**config.mk**
```make
export PLATFORM = sky130hd
export DESIGN_NAME = alu_cmd_sequencer
export DESIGN_NICKNAME = d
export VERILOG_FILES = /design/src/rtl/alu_cmd_sequencer.sv
export SDC_FILE = /design/constraint.sdc
export NUM_CORES = 1
export LEC_CHECK = 0
export BUFFER_PORTS_ARGS = -buffer_cell sky130_fd_sc_hd__buf_2
export CAP_MARGIN = 20
export CORE_ASPECT_RATIO = 0.8
export CORE_MARGIN = 5
export CORE_UTILIZATION = 45
export CTS_BUF_LIST = sky130_fd_sc_hd__clkbuf_4 sky130_fd_sc_hd__clkbuf_8 sky130_fd_sc_hd__clkbuf_16
export CTS_CLUSTER_SIZE = 14
export DETAILED_ROUTE_END_ITERATION = 7
export PLACE_DENSITY = 0.62
export SYNTH_ARGS = -nofsm -noshare
export SYNTH_HDL_FRONTEND = slang
export SYNTH_SLANG_ARGS = --single-unit
```
**constraint.sdc**
```tcl
create_clock -name clk -period 6.55 [get_ports clk]
set_input_delay 1.965 -clock clk [delete_from_list [all_inputs] [get_ports clk]]
set_output_delay 1.965 -clock clk [all_outputs]
set_load 0.01 [all_outputs]
```
**src/rtl/alu_cmd_sequencer.sv**
```systemverilog
// alu_cmd_sequencer: front end for the 32-bit combinational ALU.
// Buffers tagged commands in a small FIFO. Drives registered operands into the ALU.
// Captures the ALU result and returns it as a tagged valid/ready response.
module alu_cmd_sequencer #(
   parameter int unsigned FIFO_DEPTH = 4,
   parameter int unsigned TAG_W      = 4,
   parameter int unsigned CNT_W      = 16
) (
   input  logic              clk,
   input  logic              reset,
   input  logic              in_cmd_valid,
   output logic              out_cmd_ready,
   input  logic [3:0]        in_cmd_op,
   input  logic [31:0]       in_cmd_a,
   input  logic [31:0]       in_cmd_b,
   input  logic [TAG_W-1:0]  in_cmd_tag,
   output logic [3:0]        out_alu_operation,
   output logic [31:0]       out_alu_A,
   output logic [31:0]       out_alu_B,
   input  logic [31:0]       in_alu_result,
   input  logic              in_alu_zero,
   output logic              out_rsp_valid,
   input  logic              in_rsp_ready,
   output logic [31:0]       out_rsp_result,
   output logic              out_rsp_zero,
   output logic              out_rsp_illegal,
   output logic [TAG_W-1:0]  out_rsp_tag,
   output logic              out_busy,
   output logic [CNT_W-1:0]  out_done_count
);

   localparam int unsigned AW = (FIFO_DEPTH > 1) ? $clog2(FIFO_DEPTH) : 1;
   localparam logic [AW:0] C_DEPTH = (AW+1)'(FIFO_DEPTH);

   typedef enum logic [1:0] {S_IDLE, S_EXEC, S_RESP} state_t;

   // command FIFO storage and pointers
   logic [3:0]       r_mem_op  [FIFO_DEPTH];
   logic [31:0]      r_mem_a   [FIFO_DEPTH];
   logic [31:0]      r_mem_b   [FIFO_DEPTH];
   logic [TAG_W-1:0] r_mem_tag [FIFO_DEPTH];
   logic [AW-1:0]    r_wr_ptr;
   logic [AW-1:0]    r_rd_ptr;
   logic [AW:0]      r_count;

   // FSM and operand/response registers
   state_t           r_state;
   logic [3:0]       r_alu_op;
   logic [31:0]      r_alu_a;
   logic [31:0]      r_alu_b;
   logic [TAG_W-1:0] r_op_tag;
   logic             r_op_illegal;
   logic             r_rsp_valid;
   logic [31:0]      r_rsp_result;
   logic             r_rsp_zero;
   logic             r_rsp_illegal;
   logic [TAG_W-1:0] r_rsp_tag;
   logic [CNT_W-1:0] r_done_count;

   logic             w_full;
   logic             w_empty;
   logic             w_push;
   logic             w_hs;
   logic             w_pop;
   logic [3:0]       w_head_op;
   logic [31:0]      w_head_a;
   logic [31:0]      w_head_b;
   logic [TAG_W-1:0] w_head_tag;
   logic             w_head_illegal;

   assign w_full  = (r_count == C_DEPTH);
   assign w_empty = (r_count == '0);
   assign w_push  = in_cmd_valid && !w_full;
   assign w_hs    = r_rsp_valid && in_rsp_ready;
   // IDLE pops only stored entries; a handshake may also take a command arriving this cycle
   assign w_pop   = ((r_state == S_IDLE) && !w_empty) ||
                    (w_hs && (!w_empty || w_push));

   // head of queue; when empty, a same-cycle push is forwarded straight to the operands
   always_comb begin
      w_head_op  = r_mem_op[r_rd_ptr];
      w_head_a   = r_mem_a[r_rd_ptr];
      w_head_b   = r_mem_b[r_rd_ptr];
      w_head_tag = r_mem_tag[r_rd_ptr];
      if (w_empty) begin
         w_head_op  = in_cmd_op;
         w_head_a   = in_cmd_a;
         w_head_b   = in_cmd_b;
         w_head_tag = in_cmd_tag;
      end
   end

   // legal-opcode decode of the head entry
   always_comb begin
      case (w_head_op)
         4'b0001, 4'b0010, 4'b0011,
         4'b0100, 4'b0111, 4'b1000: w_head_illegal = 1'b0;
         default:                   w_head_illegal = 1'b1;
      endcase
   end

   // FIFO storage write (no reset needed on the data array)
   always_ff @(posedge clk) begin
      if (w_push) begin
         r_mem_op[r_wr_ptr]  <= in_cmd_op;
         r_mem_a[r_wr_ptr]   <= in_cmd_a;
         r_mem_b[r_wr_ptr]   <= in_cmd_b;
         r_mem_tag[r_wr_ptr] <= in_cmd_tag;
      end
   end

   // FIFO pointers and occupancy
   always_ff @(posedge clk) begin
      if (reset) begin
         r_wr_ptr <= '0;
         r_rd_ptr <= '0;
         r_count  <= '0;
      end else begin
         if (w_push) r_wr_ptr <= r_wr_ptr + 1'b1;
         if (w_pop)  r_rd_ptr <= r_rd_ptr + 1'b1;
         case ({w_push, w_pop})
            2'b10:   r_count <= r_count + 1'b1;
            2'b01:   r_count <= r_count - 1'b1;
            default: r_count <= r_count;
         endcase
      end
   end

   // sequencing FSM: issue to ALU, capture result, hold response until accepted
   always_ff @(posedge clk) begin
      if (reset) begin
         r_state       <= S_IDLE;
         r_alu_op      <= '0;
         r_alu_a       <= '0;
         r_alu_b       <= '0;
         r_op_tag      <= '0;
         r_op_illegal  <= 1'b0;
         r_rsp_valid   <= 1'b0;
         r_rsp_result  <= '0;
         r_rsp_zero    <= 1'b0;
         r_rsp_illegal <= 1'b0;
         r_rsp_tag     <= '0;
         r_done_count  <= '0;
      end else begin
         if (w_pop) begin
            r_alu_op     <= w_head_op;
            r_alu_a      <= w_head_a;
            r_alu_b      <= w_head_b;
            r_op_tag     <= w_head_tag;
            r_op_illegal <= w_head_illegal;
         end
         case (r_state)
            S_IDLE: begin
               if (w_pop) r_state <= S_EXEC;
            end
            S_EXEC: begin
               r_rsp_result  <= in_alu_result;
               r_rsp_zero    <= in_alu_zero;
               r_rsp_illegal <= r_op_illegal;
               r_rsp_tag     <= r_op_tag;
               r_rsp_valid   <= 1'b1;
               r_state       <= S_RESP;
            end
            S_RESP: begin
               if (w_hs) begin
                  r_rsp_valid  <= 1'b0;
                  r_done_count <= r_done_count + 1'b1;
                  r_state      <= w_pop ? S_EXEC : S_IDLE;
               end
            end
            default: r_state <= S_IDLE;
         endcase
      end
   end

   assign out_cmd_ready     = !w_full;
   assign out_alu_operation = r_alu_op;
   assign out_alu_A         = r_alu_a;
   assign out_alu_B         = r_alu_b;
   assign out_rsp_valid     = r_rsp_valid;
   assign out_rsp_result    = r_rsp_result;
   assign out_rsp_zero      = r_rsp_zero;
   assign out_rsp_illegal   = r_rsp_illegal;
   assign out_rsp_tag       = r_rsp_tag;
   assign out_busy          = (r_state != S_IDLE) || !w_empty;
   assign out_done_count    = r_done_count;

endmodule

```
# Word-level counts from Yosys, hierarchy flattened
# Memory sizes are Yosys's and may differ from the RTL's. A register that Yosys moved wholly into a read port is not among the register bits.
# Index checks and enable logic that the tools add are counted.
# totals
register_bits	137
ram_bits	288
output_inout_bits	125
n_memories	4
# classes
eq_ne	13
reduce_logical	18
addsub	5
n_mux	22
# memory_table
memory	depth	word_bits	rd	rd_clocked_by_memory_dff	write_ports	line	source
r_mem_a	4	32	1	1	1	39	logic [31:0] r_mem_a [FIFO_DEPTH];
r_mem_b	4	32	1	1	1	40	logic [31:0] r_mem_b [FIFO_DEPTH];
r_mem_op	4	4	1	1	1	38	logic [3:0] r_mem_op [FIFO_DEPTH];
r_mem_tag	4	4	1	1	1	41	logic [TAG_W-1:0] r_mem_tag [FIFO_DEPTH];
# op_table
cell	count
two-way mux 32 bit	2
two-way mux 2 bit	10
adder 16 x 1 -> 16 bit (second input constant)	1
equality test 4 x 2 -> 1 bit (second input constant)	2
equality test 4 x 3 -> 1 bit (second input constant)	2
two-way mux 4 bit	2
one-hot mux 2 bit (3 select lines)	1
one-hot mux 3 bit (2 select lines)	1
AND reduction 2 bit	3
nonzero test 2 bit	3
OR reduction 6 bit	1
two-way mux 1 bit	5
adder 2 x 1 -> 2 bit (second input constant)	2
equality test 2 x 1 -> 1 bit (second input constant)	2
equality test 2 bit (second input constant)	2
equality test 4 x 1 -> 1 bit (second input constant)	1
equality test 4 bit (second input constant)	1
logical AND 1 bit	4
inequality test 2 bit (second input constant)	2
adder 3 x 1 -> 3 bit (second input constant)	1
equality test 3 bit (second input constant)	1
logical NOT 3 bit	1
logical OR 1 bit	3
subtractor 3 x 1 -> 3 bit (second input constant)	1
3 further kinds	4

# Longest topological paths before layout
# Gate-level depths: netlist of run 1.
# logic_depth
ltp_word	9
ltp_mapped	11
ltp_nobuf	10

# Least setup slack after synthesis of run 1
# Ideal clock, no wire load.
# synth_timing
kind	input -> register
startpoint	input in_cmd_valid
endpoint	memory r_mem_a[3][0] (enable)
slack_ns	2.412
n_path_buf	0
cell_stages	1
arrival_ns	3.700
t_required_ns	6.112
path_cell_list	and3_1
# synth_via
elab_chain_cells	3
# synth_lines
element	line	source
start: declaration	11	input logic in_cmd_valid,
logical AND 1 bit	73	assign w_push = in_cmd_valid && !w_full;
two-way mux 1 bit	104	if (w_push) begin
two-way mux 1 bit (implied by the code)	106	r_mem_a[r_wr_ptr] <= in_cmd_a;
end: declaration	39	
# No other way between the ends.

# Worst setup path after layout of run 1
# layout_timing
startpoint	register r_count[0]
endpoint	output out_cmd_ready
# layout_via
elab_chain_cells	2
# layout_lines
element	line	source
start: declaration	44	logic [AW:0] r_count;
start signal: assignment	122	2'b10: r_count <= r_count + 1'b1;
start signal: assignment	123	2'b01: r_count <= r_count - 1'b1;
start signal: assignment	124	default: r_count <= r_count;
equality test 3 bit	71	assign w_full = (r_count == C_DEPTH);
logical NOT 1 bit	176	assign out_cmd_ready = !w_full;
end: declaration	12	output logic out_cmd_ready,
# No other way between the ends.

==> metrics.cfg, run 1 <==
[logic_synthesis]
synth.area.top_cells = edfxtp_1, dfxtp_1, mux4_2
synth_area_um2 = 16100
synth_top_cell_area_share_pct = 53.7
yosys_warnings = 0
synth.avg_cell_area_um2 = 15.9
netlist_instances = 1014
synth_top_cell_by_area = edfxtp_1
ys_seq_area_share_pct = 71.0
ys_ff_latch = 427
ys_types = 37
synth_nets = 1130

[route]
drt_iter0_drc = 516
drc = 0
vias = 9197
antenna_left = 0
viasPerCell = 5.22
dr.pass1.iters = 4
finalWirelength_um = 35100
wl_per_cell_um = 19.9

[placed_design]
hpwl_um = 21000
dpl-instance-area_um2 = 17700
place_inst = 1677
place_congestion = 0.793
io_buffer_count = 233
dpl_worst_slack_ns = 2.74

[power_and_ir_drop]
power_frac_comb_pct = 27.1
ir_drop_mv = 0.250
power.share.clock_pct = 29.5
leakagePower_uw = 0.00709
p_int_uw = 5730
switchingPower_uw = 2470
p_seq_share_pct = 43.4
p_sw_share_pct = 30.1
power.density_nw_per_um2 = 426

[global_routing]
grt_max_degree = 94
grt-ovfl-total = 0
grt_pass1_wl_um = 54400
grt.total_usage_pct = 17.4
antenna_found_initial = 9
grt_pass1_vias = 9346

[layout]
fillers = 2961
utilization_pct = 54.0
layout.area.seq_um2 = 11400
stdcell_area_um2 = 19200
final_nets = 1360
syn_to_final_growth_pct = 19.4
drive_gt1_share_pct = 31.9
multi_input_area_um2 = 4380
stdcell_count = 1761

[setup_path]
cp_max_fo = 6
end_kind = output port
critPathKind = register to output port
r2r-start = r_count[2]$_SDFFE_PP0P_
crit_arrival_ns = 1.44
crit_start = r_count[0]$_SDFFE_PP0P_
startpoint_type = register
cp_data_required_time_ns = 4.59

[clock_tree]
htreeDepth = 2
cts.hold.buffers_added = 0
clk_transition_reported_paths_ns = 0.06
cts_tree = yes
cts_resized = 0
clock_path_buffers = 3
clk_latency_ns = 0.55
cts.sinks = 427
cts_root_buffer = clkbuf_16
postCtsSetupBuffers = 0
numCtsBuffers = 43

[outcome]
status = finished, final reports clean

[flow_run]
cap_violations = 0

[timing]
worst_slack_ns = 3.15
post-route-period-util_pct = 52.0
tightest_slew_ns = 0.965
fin_skew_ns = 0.0145
max-slew-margin-rel_pct = 35.7
finalSetupViolations = 0
drv_slew = 0
setup_tns_ns = 0
rsz0062_at_grt = no
finalHoldViolCount = 0
fmax_mhz = 294
final.min_clock_period_ns = 3.40

[floorplan]
fp.dieH_um = 179
rows = 62
start_util_pct = 45.2
ios = 234
coreArea_um2 = 35600
die_x_um = 221
die_area_um2 = 39700

[min_path]
holdCritPathClass = register to register
worstHoldStart = out_rsp_result[1]$_SDFFE_PP0P_

==> cells in the mapped netlist <==
library cell	count
a211oi_1	71
a211oi_2	1
a21o_1	1
a21oi_1	49
a2bb2oi_1	1
and2_1	2
and3_1	5
and4_1	1
and4b_1	1
buf_1	5
buf_2	17
buf_4	3
buf_6	1
clkbuf_1	38
dfxtp_1	139
edfxtp_1	288
fa_1	1
ha_1	6
inv_1	10
maj3_2	1
mux2_2	2
mux2i_1	73
mux4_2	72
nand2_1	87
nand2b_1	2
nand3_1	6
nand3b_1	1
nand4_1	2
nor2_1	92
nor2b_1	1
nor3_1	5
nor4_1	1
o21ai_0	6
o22ai_2	1
or3_1	6
xnor2_1	10
xor2_1	6
==> layer usage <==
layer  GRT usage (%)  part of all wire (%)
met1            24.1                    45
met2            27.7                    46
met3            4.55                   6.1
met4            5.08                   2.2
met5               0                  0.20
==> critical path: stages (launching register included) <==
cell     delay, ns
dfxtp_1       0.38
inv_1         0.09
nand3_1       0.22
buf_2         0.19
==> cell families after synthesis <==
group,count (synthesis),synth area share (%)
AOI/OAI and AO/OA,130,5.28
xor gates and xnor gates,16,0.871
buffers and inverters,74,1.97
DFF,427,71.0
muxes,147,14.8
and+or+nand+nor,212,5.42
adders and majority gates,8,0.661
==> through the flow <==
| step | total power, uW | hold WS (ns) |
|---|---|---|
| final | 8200 | 0.449 |
| after global routing | 8660 | 0.463 |
| after CTS | 8310 | 0.454 |
| after detailed placement | 5870 | 0.446 |
| after global placement | 5830 | 0.439 |
| after floorplan | 5180 | 0.432 |
==> sequential cells by signal, indices dropped and copies added (netlist names), 3 cells and up, named ones only <==
name / cells
r_mem_a: 128
out_alu_B: 32
out_rsp_tag: 4
out_rsp_result: 32
out_done_count: 16
out_alu_A: 32
r_op_tag: 4
out_alu_operation: 4
r_mem_b: 128
r_count: 3
r_mem_op: 16
r_mem_tag: 16
==> placed cells by master (no fill, tap or decap), drive strengths merged, types with 2 or more instances in the layout <==
cell type	count
nand2b	2
nor2	92
mux4	72
xor2	6
nor3	5
ha	6
nand2	87
nand3	6
edfxtp	288
clkinv	10
mux2i	73
buf	249
or3	6
a211oi	72
a21oi	49
diode	3
clkbuf	67
xnor2	10
nand4	2
and3	5
inv	11
o21ai	6
mux2	2
and2	2
dfxtp	139
==> power by group through the flow <==
stage          logic (uW)  registers (uW)  clock network [uW]
2_1_floorplan        1570            3610                   0
3_3_place_gp         2190            3640                   0
3_5_place_dp         2210            3650                   0
4_1_cts              2220            3600                2480
5_1_grt              2460            3610                2600
6_report             2220            3560                2420
==> final timing paths <==
check / cells after the start / slack (ns) / end
worst max-delay path: 3 / 3.15 / out_cmd_ready
worst min-delay path: 2 / 0.45 / out_rsp_result[1]$_SDFFE_PP0P_
worst max register to register: 10 / 3.33 / r_count[2]$_SDFFE_PP0P_
worst min register to register: 2 / 0.45 / out_rsp_result[1]$_SDFFE_PP0P_
==> area by class of cell <==
type / instances / area share (%)
inverter: 10 / 0.195
antenna: 3 / 0.0391
tap: 480 / 3.13
clock buffer: 67 / 6.91
clock inverter: 12 / 0.482
sequential: 427 / 59.5
timing repair buffer: 249 / 6.91
multi-input combinational: 513 / 22.8
Power figures use the tool's default switching activity.
==> run 2, diff against run 1 <==
- clock period: 6.55 -> 3.56 ns (I/O delays scaled with it)
==> metrics.cfg, run 2 (same netlist as run 1, synthesis figures left out) <==
[min_path]
holdCritPathClass = register to register
worstHoldStart = out_rsp_result[31]$_SDFFE_PP0P_
min_to = out_rsp_result[31]$_SDFFE_PP0P_
holdPathStages = 2  ; unchanged

[layout]
fillers = 2882  ; -2.7%
reg_top3 = r_mem_a x128, r_mem_b x128
final_cell_mix = edfxtp_1, buf_2, dfxtp_1, nor2_1, nand2_1
multi_input_area_um2 = 4380  ; unchanged
utilization_pct = 54.5  ; +0.57 points
layout.area.seq_um2 = 11400  ; unchanged
syn_to_final_growth_pct = 20.7
final_nets = 1365  ; +0.37%
drive_gt1_share_pct = 32.5  ; +0.55 points
final_common_cell = edfxtp_1

[route]
met2WireLength_um = 16600  ; +2.4%
antenna_left = 0  ; unchanged
drt_iter0_drc = 544  ; +5.4%
drc = 0  ; unchanged
top_layer = met5
wl_met3_um = 2210  ; +3.9%
viasPerCell = 5.25  ; +0.47%
wl_per_cell_um = 19.7  ; -1.1%
vias = 9256  ; +0.64%
dr.pass1.iters = 4  ; unchanged
routedLengthMet1_um = 15300  ; -4.0%
finalWirelength_um = 34800  ; -0.95%

[setup_path]
crit_arrival_ns = 1.65  ; +0.21 ns
timing.rr.end = r_op_illegal$_SDFFE_PP0N_
slowest_stage = nor3_2
r2r_slack_ns = 1.16  ; -2.17 ns
cp_data_required_time_ns = 2.49  ; -2.10 ns
crit_path_cell_trace = nor3_2, nand2_1, buf_2
end_kind = output port
critPathKind = register to output port
startpoint_type = register
max_stage_delay_ns = 0.47  ; +0.09 ns
r2r-start = r_count[2]$_SDFFE_PP0P_
crit_family = simple AND/OR/NAND/NOR gates
cp_max_fo = 4  ; -2
path_buf_inv = 1  ; -1
ff2ff_path_depth = 6  ; -4

[timing]
setup_tns_ns = 0  ; unchanged
finalHoldViolCount = 0  ; unchanged
fin_skew_ns = 0.0217  ; +0.00720 ns
post-route-period-util_pct = 76.3
rsz0062_at_grt = no
final.min_clock_period_ns = 2.71
max-slew-margin-rel_pct = 50.7  ; +15 points
finalSetupViolations = 0  ; unchanged
fmax_mhz = 368
tightest_slew_ns = 0.736  ; -0.229 ns
drv_slew = 0  ; unchanged

[global_routing]
grt_pass1_wl_um = 53700  ; -1.3%
grt.total_usage_pct = 17.2  ; -0.28 points
grt_pass1_vias = 9348  ; +0.021%
antenna_found_initial = 6  ; -3
grt-ovfl-total = 0  ; unchanged
grt_max_degree = 147  ; +56%

[clock_tree]
cts_tree = yes
cts.sinks = 427  ; unchanged
postCtsSetupBuffers = 0  ; unchanged
htreeDepth = 2  ; unchanged
cts_root_buffer = clkbuf_16
numCtsBuffers = 44  ; +2.3%
cts_resized = 0  ; unchanged
cts.hold.buffers_added = 0  ; unchanged
clk_latency_ns = 0.55  ; about the same
clock_path_buffers = 3  ; unchanged
clk_transition_reported_paths_ns = 0.06  ; about the same

[placed_design]
io_buffer_count = 233  ; unchanged
hpwl_um = 21000  ; about the same
place_congestion = 0.807  ; +1.7%

[floorplan]
start_util_pct = 45.2  ; unchanged
die_x_um = 221  ; unchanged
coreArea_um2 = 35600  ; unchanged
die_area_um2 = 39700  ; unchanged
rows = 62  ; unchanged
ios = 234  ; unchanged
fp.dieH_um = 179  ; unchanged

[outcome]
status = finished, final reports clean

[power_and_ir_drop]
leakagePower_uw = 0.00718  ; +1.2%
power.density_nw_per_um2 = 795  ; +86%
ir_drop_mv = 0.673  ; +170%

[flow_run]
cap_violations = 0  ; unchanged

## run 2: changes by cell type in the layout (fill, tap and decap cells not counted), sizes merged
cell	previous run	this run
buf	249	253
bufinv	1	5
clkbuf	67	64
clkinv	10	8
clkinvlp	0	1
inv	11	10
## run 2: worst min-delay path: stages (launching register included)
cell     delay, ns
dfxtp_1       0.30
nand2_1       0.05
a21oi_1       0.05
## run 2: how the worst max path moves through the flow
stage	startpoint	cells after the start	endpoint	slack [ns]
global placement	in_cmd_valid	9	r_count[2]$_SDFFE_PP0P_	0.68
floorplan	in_cmd_valid	1	r_mem_a[3][0]$_DFFE_PP_	0.32
CTS	r_count[2]$_SDFFE_PP0P_	3	out_busy	0.79
global route	r_count[2]$_SDFFE_PP0P_	3	out_busy	0.76
finish	r_count[2]$_SDFFE_PP0P_	3	out_busy	0.85
detailed placement	in_cmd_valid	9	r_count[2]$_SDFFE_PP0P_	0.67
## run 2: metal layers
layer  vias to the layer above  track usage [%]
li1                       4347                -
met1                      4617             22.8
met4                         8             4.44
met5                         -                0
met3                        53             4.75
met2                       231             28.4
## run 2: layout make-up
cell class | count | area share (%)
Timing Repair Buffer | 253 | 7.31
Clock buffer | 64 | 6.82
Inverter | 10 | 0.193
Clock inverter | 14 | 1.09
Antenna cell | 3 | 0.0387
Multi-Input combinational cell | 513 | 22.6
Tap cell | 480 | 3.09
Sequential cell | 427 | 58.9
## run 2: report_power, final
group          internal (uW)  switching [uW]
sequential              6110             410
clock                   2950            1820
combinational           1800            2350
## run 2: through the flow
stage / hold WS (ns) / std cells / setup WS [ns] / cell area [um^2] / total power [uW]
2_1_floorplan: 0.432 / 1014 / 0.319 / 16100 / 9530
3_3_place_gp: 0.439 / 1683 / 0.683 / 17900 / 10800
3_5_place_dp: 0.444 / 1683 / 0.668 / 17900 / 10900
4_1_cts: 0.452 / 1761 / 0.787 / 19400 / 15700
5_1_grt: 0.478 / 1763 / 0.761 / 19400 / 16300
6_report: 0.449 / 1764 / 0.845 / 19400 / 15400
==> run 3, diff against run 2 <==
- ABC_AREA: unset -> 1
- PLACE_DENSITY: 0.62 -> 0.65
- clock period: 3.56 -> 2.2 ns (I/O delays scaled with it)
==> metrics.cfg, run 3 <==
[layout]
final_cell_mix = edfxtp_1, o21ai_0, buf_2, nor2_1, dfxtp_1
antennaDiodeCount = 0  ; -3
final_nets = 1755  ; +29%
stdcell_count = 2153  ; +22%
fillers = 3069  ; +6.5%
final_common_cell = edfxtp_1
reg_top3 = r_mem_a x128, r_mem_b x128
syn_to_final_growth_pct = 20.8  ; about the same
drive_gt1_share_pct = 22.8  ; -9.7 points

[logic_synthesis]
synth.avg_cell_area_um2 = 11.5  ; -27%
synth_edf_count = 288  ; unchanged
synth.area.top_cells = edfxtp_1, dfxtp_1, o21ai_0
synthFlopType = edfxtp_1
ys_ff_latch = 427  ; unchanged
yosys-top-cells-count = edfxtp_1, o21ai_0, nor2_1
ys_types = 34  ; -8.1%
async_flop_share_pct = 0  ; unchanged
synth_area_um2 = 16300  ; +1.4%
netlist_instances = 1416  ; +40%
synth_top_cell_area_share_pct = 53.0  ; -0.75 points
yosys_warnings = 0  ; unchanged
ys_seq_area_share_pct = 70.1  ; -0.99 points
synth_top_cell_by_area = edfxtp_1
yosysMostFrequentCell = edfxtp_1
synth_nets = 1532  ; +36%

[global_routing]
grt_pass1_wl_um = 62400  ; +16%
grt-ovfl-total = 0  ; unchanged
grt_pass1_vias = 11268  ; +21%
antenna_found_initial = 10  ; +4
grt.total_usage_pct = 19.0  ; +1.8 points
grt_max_degree = 84  ; -43%

[setup_path]
crit_path_cell_trace = nor2_4, nand2_8, inv_1, nand2_1, buf_2
path_buf_inv = 2  ; +1
end_kind = output port
cp_data_required_time_ns = 1.54  ; -0.95 ns
cp_max_fo = 3  ; -1
max_stage_delay_ns = 0.33  ; -0.14 ns
startpoint_type = register
slowest_stage = dfxtp_1
critPathKind = register to output port
crit_family = simple AND/OR/NAND/NOR gates
crit_arrival_ns = 1.44  ; -0.21 ns

[power_and_ir_drop]
p_sw_share_pct = 34.8  ; +5.1 points
p_int_uw = 17200  ; +59%
leakagePower_uw = 0.00739  ; +2.9%
power_uw = 26400  ; +71%
power.share.clock_pct = 27.4  ; -3.5 points
power.density_nw_per_um2 = 1340  ; +69%
p_seq_share_pct = 40.0  ; -2.3 points
power_frac_comb_pct = 32.6  ; +5.7 points
ir_drop_mv = 0.653  ; -3.0%
switchingPower_uw = 9200  ; +100%

[clock_tree]
cts.sinks = 427  ; unchanged
htreeDepth = 2  ; unchanged
clock_path_buffers = 3  ; unchanged
numCtsBuffers = 42  ; -4.5%
clk_latency_ns = 0.54  ; about the same
cts_tree = yes
clk_transition_reported_paths_ns = 0.06  ; about the same
cts_root_buffer = clkbuf_16

[floorplan]
rows = 62  ; unchanged
die_x_um = 223  ; +0.67%
start_util_pct = 45.5  ; +0.34 points
coreArea_um2 = 35800  ; +0.65%
die_area_um2 = 40200  ; +1.3%
fp.dieH_um = 180  ; +0.66%
ios = 234  ; unchanged

[route]
vias = 11579  ; +25%
drc = 0  ; unchanged
finalWirelength_um = 39600  ; +14%
drt_iter0_drc = 807  ; +48%
dr.pass1.iters = 5  ; +1
wl_per_cell_um = 18.4  ; -6.8%
viasPerCell = 5.38  ; +2.5%
antenna_left = 0  ; unchanged

[timing]
setup_tns_ns = 0  ; unchanged
max-slew-margin-rel_pct = 56.0  ; +5.3 points
tightest_slew_ns = 0.660  ; -0.0762 ns
rsz0062_at_grt = no
post-route-period-util_pct = 95.6
fin_skew_ns = 0.0101  ; -0.0117 ns
worst_slack_ns = 0.0960  ; -0.749 ns
fmax_mhz = 475
final.min_clock_period_ns = 2.10
finalSetupViolations = 0  ; unchanged
timing.hold.ws_ns = 0.349  ; -0.100 ns
finalHoldViolCount = 0  ; unchanged
drv_slew = 0  ; unchanged

[outcome]
status = finished, final reports clean

[placed_design]
place_inst = 2071  ; +23%
place_congestion = 0.821  ; +1.7%
io_buffer_count = 233  ; unchanged
hpwl_um = 23500  ; +12%
dpl_worst_slack_ns = 0.0305  ; -0.637 ns

[flow_run]
cap_violations = 0  ; unchanged

[min_path]
holdCritPathClass = input port to register

==> run 3: changes by cell type in the layout (fill, tap and decap cells not counted), moves of 68 or more <==
| cell | before | now |
|---|---|---|
| a211oi_1 | 71 | 0 |
| nor2_1 | 92 | 232 |
| o21ai_1 | 0 | 85 |
| o21ai_0 | 6 | 247 |
| mux4_2 | 72 | 0 |
| o221ai_1 | 0 | 68 |
| mux2i_1 | 73 | 0 |
==> run 3: per-layer routing <==
layer / vias up / wire [um] / share of wire, % / GRT usage (%)
li1: 5574 / - / - / -
met1: 5573 / 17800 / 45 / 25.8
met2: 339 / 18000 / 45 / 30.5
met3: 73 / 2890 / 7.3 / 5.26
met4: 20 / 776 / 2.0 / 4.56
met5: - / 103 / 0.26 / 0
==> run 3: kinds of logic after synthesis <==
kind of cell	Yosys count	share of synthesized area [%]
xor gates and xnor gates	3	0.161
buffers and inverters	151	4.26
AOI/OAI and AO/OA	497	16.8
DFF	427	70.1
adders and majority gates	7	0.583
and+or+nand+nor	331	8.10
==> run 3: what timing repair did <==
action / CTS / global route
gates cloned: 1 / 0
pin swaps: 2 / 1
hold buffers: 0 / 0
gates resized for setup: 3 / 1
endpoints found under the setup margin: 1 / 1
buffers inserted: 4 / 0
==> run 3: power groups by stage <==
stage | Sequential, uW | Combinational [uW] | Clock (uW)
finish | 10600 | 8630 | 7250
global route | 10700 | 9670 | 7740
CTS | 10600 | 8740 | 7420
detailed placement | 10700 | 8560 | 0
global placement | 10700 | 8390 | 0
floorplan | 11000 | 5400 | 0
==> run 3: worst reg2reg max path: cells and delay by family, from the launching register on <==
family,cells,cell delay (ns)
buffers and inverters,3,0.61
flip-flops,1,0.33
AND/OR/NAND/NOR,3,0.36
AO/OA/AOI/OAI,3,0.60
==> run 3: worst paths after layout <==
kind | from | endpoint | slack [ns] | cells past startpoint
worst min-delay path | in_cmd_b[16] | r_mem_b[3][16]$_DFFE_PP_ | 0.35 | 1
worst max register to register | r_count[0]$_SDFFE_PP0P_ | out_alu_A[17]$_SDFFE_PP0N_ | 0.16 | 9
worst min register to register | r_rd_ptr[1]$_SDFFE_PP0N_ | register | 0.43 | 1
worst max-delay path | r_count[0]$_SDFFE_PP0P_ | out_busy | 0.1 | 5
==> run 3: layout make-up <==
cell class                 instances  area [um^2]  area share [%]
clock inverter                     8         67.6           0.343
multi-input combinational        839         4310            21.9
sequential                       427        11400            58.0
tap                              480          601            3.05
clock buffer                      70         1360            6.89
inverter                          51          204            1.03
timing repair buffer             278         1730            8.78
==> run 3: metrics by stage <==
step | utilization (%) | area (um^2)
after floorplan | - | 16400
after global placement | 50.9 | 18200
after detailed placement | 50.9 | 18200
after CTS | 55.0 | 19700
after global routing | 55.0 | 19700
final | 55.0 | 19700
